--- src/rtl/ifetch_unit.sv ---
// In-order instruction fetch: owns the PC, issues single-word reads and buffers words for the instruction queue.
// Define IFETCH_SKID_EN for a two-entry output buffer; otherwise the buffer holds a single entry.
module ifetch_unit #(
    parameter int unsigned      width    = 32,
    parameter logic [width-1:0] reset_pc = width'(32'h0000_0060)
) (
    input  logic             clk,
    input  logic             rst,
    output logic             mem_read,
    output logic [width-1:0] mem_address,
    input  logic             mem_resp,
    input  logic [width-1:0] mem_rdata,
    input  logic             iq_full,
    output logic             iq_enq,
    output logic [width-1:0] iq_instr,
    output logic [width-1:0] iq_pc,
    input  logic             redirect,
    input  logic [width-1:0] redirect_pc
);

`ifdef IFETCH_SKID_EN
    localparam int unsigned DEPTH = 2;
`else
    localparam int unsigned DEPTH = 1;
`endif
    localparam int unsigned OCC_W = 2;

    typedef enum logic [1:0] {IDLE, REQ, WAIT, DROP} state_t;

    typedef struct packed {
        logic [width-1:0] instr;
        logic [width-1:0] pc;
    } entry_t;

    state_t           state;
    state_t           state_nxt;
    logic [width-1:0] pc;
    logic [width-1:0] pc_nxt;
    logic [width-1:0] addr;
    logic [OCC_W-1:0] occ;
    logic [OCC_W-1:0] occ_nxt;
    logic             deq;
    logic             wr;
    entry_t           head;
`ifdef IFETCH_SKID_EN
    logic [OCC_W-1:0] wr_idx;
    entry_t           skid;
`endif

    // Buffer push/pop decisions and next PC; redirect suppresses both push and pop.
    always_comb begin
        deq     = (occ != '0) && !iq_full && !redirect;
        wr      = (state == REQ) && mem_resp && !redirect;
        occ_nxt = occ + OCC_W'(wr) - OCC_W'(deq);
        pc_nxt  = redirect ? redirect_pc : (wr ? pc + width'(4) : pc);
`ifdef IFETCH_SKID_EN
        wr_idx  = occ - OCC_W'(deq);
`endif
    end

    always_ff @(posedge clk or negedge rst) begin
        if (!rst) state <= IDLE;
        else      state <= state_nxt;
    end

    always_comb begin
        state_nxt = state;
        case (state)
            IDLE: state_nxt = REQ;
            REQ: begin
                if (redirect)      state_nxt = mem_resp ? REQ : DROP;
                else if (mem_resp) state_nxt = (occ_nxt < OCC_W'(DEPTH)) ? REQ : WAIT;
            end
            WAIT: if (redirect || (occ_nxt < OCC_W'(DEPTH))) state_nxt = REQ;
            // An issued read cannot be cancelled; wait out its response.
            DROP: if (mem_resp) state_nxt = REQ;
            default: state_nxt = IDLE;
        endcase
    end

    // Address tracks the PC except while a stale read is still owed a response.
    always_ff @(posedge clk or negedge rst) begin
        if (!rst) begin
            pc   <= reset_pc;
            addr <= reset_pc;
            occ  <= '0;
            head <= '0;
`ifdef IFETCH_SKID_EN
            skid <= '0;
`endif
        end else begin
            pc   <= pc_nxt;
            addr <= (state_nxt == DROP) ? addr : pc_nxt;
            occ  <= redirect ? '0 : occ_nxt;
`ifdef IFETCH_SKID_EN
            if (deq) head <= skid;
            if (wr && (wr_idx == OCC_W'(0))) head <= {mem_rdata, pc};
            if (wr && (wr_idx == OCC_W'(1))) skid <= {mem_rdata, pc};
`else
            if (wr) head <= {mem_rdata, pc};
`endif
        end
    end

    always_comb begin
        mem_read    = (state == REQ) || (state == DROP);
        mem_address = addr;
        iq_enq      = deq;
        iq_instr    = head.instr;
        iq_pc       = head.pc;
    end

endmodule

--- config.mk ---
export PLATFORM = sky130hd
export DESIGN_NAME = ifetch_unit
export DESIGN_NICKNAME = d
export VERILOG_FILES = /design/src/rtl/ifetch_unit.sv
export SDC_FILE = /design/constraint.sdc
export NUM_CORES = 1
export LEC_CHECK = 0
export ABC_AREA = 1
export ABC_CLOCK_PERIOD_IN_PS = 4810
export CAP_MARGIN = 40
export CELL_PAD_IN_SITES_DETAIL_PLACEMENT = 2
export CELL_PAD_IN_SITES_GLOBAL_PLACEMENT = 2
export CORE_ASPECT_RATIO = 0.75
export CORE_MARGIN = 2
export CORE_UTILIZATION = 30
export CTS_CLUSTER_DIAMETER = 120
export DETAILED_ROUTE_END_ITERATION = 6
export PLACE_DENSITY = 0.92
export SLEW_MARGIN = 20
export SYNTH_ARGS = -nofsm -noshare
export SYNTH_HDL_FRONTEND = slang
export SYNTH_SLANG_ARGS = --single-unit
--- constraint.sdc ---
create_clock -name clk -period 4.81 [get_ports clk]
set_input_delay 0.962 -clock clk [delete_from_list [all_inputs] [get_ports clk]]
set_output_delay 0.962 -clock clk [all_outputs]
set_load 0.05 [all_outputs]
# Yosys cells after proc, flatten, opt, wreduce, memory -nomap -nowiden
# Cells that the tools add are included.
word_totals:
  ff_bits: 132
  wordCells: 34
  output_inout_bits: 98
op_classes:
  muxes: 10
  n_addsub: 3
  order_cmp: 1
  reduce_logical: 10
  n_eq_ne: 4
op_table:
  columns: ["cell", "n"]
  rows:
  - ["$mux 32", 2]
  - ["$add 32x3->32 const B", 1]
  - ["$mux 2", 7]
  - ["$pmux 2 s4", 1]
  - ["$eq 2x2->1 const B", 3]
  - ["$logic_and 1x1->1", 4]
  - ["$add 2x1->2", 1]
  - ["$eq 2x1->1 const B", 1]
  - ["$logic_not 1->1", 2]
  - ["$logic_not 2->1", 1]
  - ["$logic_or 1x1->1", 2]
  - ["$lt 2x1->1 const B", 1]
  - ["$reduce_bool 2->1", 1]
  - ["$sub 2x1->2", 1]

# Depth between registers and ports, before layout
logic_depth:
  ltp_word: 11
  mapped_depth: 12
  mapped_depth_nobuf: 12

# Least setup slack after synthesis
# Ideal clock, no wire load.
synth_path:
  kind: "in2reg"
  startpoint: "input redirect"
  endpoint: "register state[1]"
  slack_ns: 1.146
  t_required_ns: 4.681
  arrival_ns: 3.535
  path_stages: 10
  n_path_buf: 2
  path_cell_list: "buf_2 > buf_1 > nor3_1 > ha_1 > inv_1 > ha_1 > xor2_1 > a21oi_1 > o21ai_0 > o21ai_0"
synth_rtl:
  columns: ["element", "line", "rtl"]
  rows:
  - ["start: declaration", "17", "input logic redirect,"]
  - ["$logic_not 1->1 (*)", "52", "deq = (occ != '0) && !iq_full && !redirect;"]
  - ["$logic_and 1x1->1 (*)", "52", null]
  - ["named net iq_enq", "14", "output logic iq_enq,"]
  - ["$sub 2x1->2 (*)", "54", "occ_nxt = occ + OCC_W'(wr) - OCC_W'(deq);"]
  - ["$lt 2x1->1 (*)", "72, 74", null]
  - ["$mux 2 (2 in a row)", "72", "else if (mem_resp) state_nxt = (occ_nxt < OCC_W'(DEPTH)) ? REQ : WAIT;"]
  - ["$mux 2", "71", "if (redirect) state_nxt = mem_resp ? REQ : DROP;"]
  - ["$pmux 2 s4 (*)", "68", "case (state)"]
  - ["named net state_nxt[1]", "36", "state_t state_nxt;"]
  - ["end signal: assignment", "63", "else state <= state_nxt;"]
  - ["end: declaration", "35", "state_t state;"]
# The timed path passes the listed nets; every way through them passes the cells marked *.
# A chain may end at the register's enable or synchronous reset.

# Final worst setup path
layout_path:
  startpoint: "input iq_full"
  endpoint: "output iq_enq"
layout_between:
  elab_chain_len: 3
layout_lines:
  columns: ["element", "line", "rtl"]
  rows:
  - ["start: declaration", "13", "input logic iq_full,"]
  - ["$logic_not 1->1", "52", null]
  - ["$logic_and 1x1->1 (2 in a row)", "52", null]
  - ["end: declaration", "14", null]
# Every way passes these cells.

==> flow_summary_export.csv <==
group,metric,value,unit
timing,final.setup.tns,0,ps
worst_setup_path,critical_path.slowest_cell,"clkdlybuf4s50_1",
worst_setup_path,r2r-start,"state[0]",
worst_setup_path,critPathTopFamily,"buffers and inverters",
clocking,clk_latency,420,ps
final_layout,fillers,2122,
route,wirelength,22100,um
timing,setup_viol,0,
worst_setup_path,crit_start,"iq_full",
floorplanning,fp.dieW,167,um
worst_setup_path,critical_path_arrival,2470,ps
worst_setup_path,cpMostUsedCell,"clkdlybuf4s50_1",
worst_setup_path,crit_chain,"clkdlybuf4s50_1 > nor3_1 > clkdlybuf4s50_1",
placement,place_hpwl,16000,um
final_layout,layout-drive-gt1-share,8.64,%
global_routing,grt_pass1_vias,6176,
global_routing,antenna_found_initial,0,
placement,finalWeightedCongestion,0.849,
final_layout,final_util,43.9,%
placement,port_buffers,166,
timing,tightestPinTransition,809,ps
status,status,"finished, final reports clean",
route,ant_nets,0,
clocking,cts.path.max_buffers,2,
job,cap_violations,0,
yosys,syn_nets,785,
timing,maxSlewHeadroom,45.9,%
worst_setup_path,cp-endpoint,"iq_enq",
pwr,leakage,4.09,nW
yosys,synth_top_cell_by_area,"dfrtp_1",
worst_setup_path,crit_path_start_kind,"input pin",
global_routing,gr-total-overflow,0,
timing,clock_skew,9.99,ps
final_layout,antennaDiodeCount,0,
final_layout,final_common_cell,"nand2_1",
yosys,netlist_area,5950,sq um
timing,finalHoldViolations,0,
clocking,cts_buffers,17,
floorplanning,die_h,126,um
yosys,synth_seq_cells,132,
floorplanning,start_util,30.7,%
clocking,cts_resized,0,
route,drc_errors,0,
timing,slew_violations,0,
timing,max_freq,0.292,GHz
global_routing,grt_max_degree,66,
clocking,cts.sinks,132,
floorplanning,core_area,19400,sq um
clocking,htree_levels,4,
yosys,ys_types,33,
global_routing,grt_pass1_wl,35800,um
pwr,vdd_drop_max,0.317,mV
yosys,synthTopCellsByArea,"dfrtp_1 (54%), nand2_1 (20%), o21ai_0 (3.5%), nand3_1 (3.5%), inv_1 (2.8%)",
timing,rsz0062_at_grt,"no",
route,drt_iter0_markers,272,
yosys,yosys.area.top_type_share,53.9,%
final_layout,multi_input_comb_area,2350,sq um
yosys,avgSynthCellArea,8.34,sq um
floorplanning,die_area,21000,sq um
floorplanning,rows,44,
clocking,ctsHoldBuffers,0,
final_layout,area.sequential,3310,sq um
worst_setup_path,reg2reg_slack,2150,ps
worst_setup_path,cp-end-kind,"output port",
worst_setup_path,required,3850,ps
worst_setup_path,slowest_delay,850,ps
timing,finalCriticalPeriod,3430,ps
worst_setup_path,critical_path.max_fanout,2,
yosys,seq_area_frac_synth,55.6,%
final_layout,area_growth,43.1,%
worst_setup_path,cp_num_cells,3,
worst_setup_path,rr_worst_depth,10,
clocking,cts_tree,"built",
worst_setup_path,worst-path-buf-inv,2,
clocking,root_buffer,"clkbuf_16",
final_layout,final_cell_mix,"nand2_1 (309), clkdlybuf4s50_1 (164), dfrtp_1 (128)",
worst_setup_path,critPathKind,"in -> out",
pwr,power_density,681,nW/um^2
timing,finalCritPeriodShare,71.3,%
final_layout,final_nets,950,
clocking,clk_pin_slew,60,ps
route,drt-pass1-iter-count,6,
yosys,ys_warn_count,0,
clocking,postCtsSetupRepairBufs,0,
yosys,synth_cells,713,
global_routing,track_usage,22.0,%
floorplanning,ioPinCount,167,
route,wl_per_cell,19.3,um
route,viasPerCell,4.74,
worst_setup_path,r2r-end,"state[1]",
worst_hold_path,min_path_type,"in -> async",
route,via_count,5422,
[layout make-up]
class	instances	area share (%)
well taps	253	3.72
flip-flops and latches	132	38.9
clock inverters	14	2.07
repair buffers	175	20.6
inverters	45	1.98
multi-input cells	507	27.6
clock buffers	18	5.16
[flip-flops by register name (all words and copies together), names as in the netlist]
signal and flops:
iq_instr 32, iq_pc 32, mem_address 32, pc 32, occ 2, state 2
[through the flow]
step / hold WS [ps] / std cells / setup slack [ps] / total power [mW] / cell area [sq um]
CTS: 453 / 1143 / 1360 / 5.86 / 8500
detailed placement: 470 / 1111 / 1180 / 4.44 / 7880
finish: 442 / 1144 / 1380 / 5.79 / 8510
global route: 465 / 1144 / 1310 / 6.07 / 8510
global placement: 461 / 1110 / 1330 / 4.33 / 7860
floorplan: 501 / 713 / 1150 / 3.37 / 5950
[synthesized netlist by cell type (all sizes together)]
library cell / count
inv: 45
or2: 14
xnor2: 1
o21bai: 1
nor3b: 1
a21oi: 2
nand3b: 1
ha: 3
nand2: 313
nand3: 41
xor2: 13
nor2: 36
o21ai: 48
dfstp: 4
nor3: 6
o21a: 1
a31oi: 1
o211ai: 1
dfrtp: 128
buf: 10
a21boi: 3
nand4: 10
clkbuf: 19
and2: 11
[power by group]
part | internal (mW) | switching (mW) | total (mW)
Clock | 0.835 | 0.534 | 1.37
Combinational | 0.817 | 1.86 | 2.67
Sequential | 1.49 | 0.265 | 1.75
[cells by family (layout without fill, tap and decap cells)]
group	after synthesis	in the layout	share of synthesized area [%]
AO/OA/AOI/OAI	57	57	5.32
XOR/XNOR	14	14	2.06
adder cells (fa/ha/maj)	3	3	0.631
buffers and inverters	74	252	4.82
flip-flops	132	132	55.6
AND/OR/NAND/NOR	433	433	31.5
[worst register-to-register path, stage by stage, from the launching register on]
cell and delay, ps:
dfrtp_1 480, nand2_2 140, nor2_4 200, nand2_4 350, ha_1 460, inv_1 40
ha_1 180, xor2_1 220, a21oi_1 160, o21ai_0 190, o21ai_0 120
[worst min path at each step]
stage,cells after the start,slack (ps),endpoint,from
after global placement,2,460,iq_instr[21],iq_instr[21]
after floorplan,2,500,iq_pc[0],pc[0]
final,1,440,mem_address[31],rst
after CTS,1,450,pc[31],rst
after detailed placement,2,470,mem_address[0],mem_address[0]
after global routing,1,460,mem_address[31],rst
[layer usage]
metal | global-route usage, % | vias to the layer above | wire length (um)
met4 | 4.61 | 0 | 184
met5 | 0 | - | 0
met1 | 30.1 | 2707 | 10300
met3 | 5.28 | 17 | 1130
li1 | - | 2561 | -
met2 | 35.6 | 137 | 10500
No activity file was read; power rests on OpenSTA's default activity.
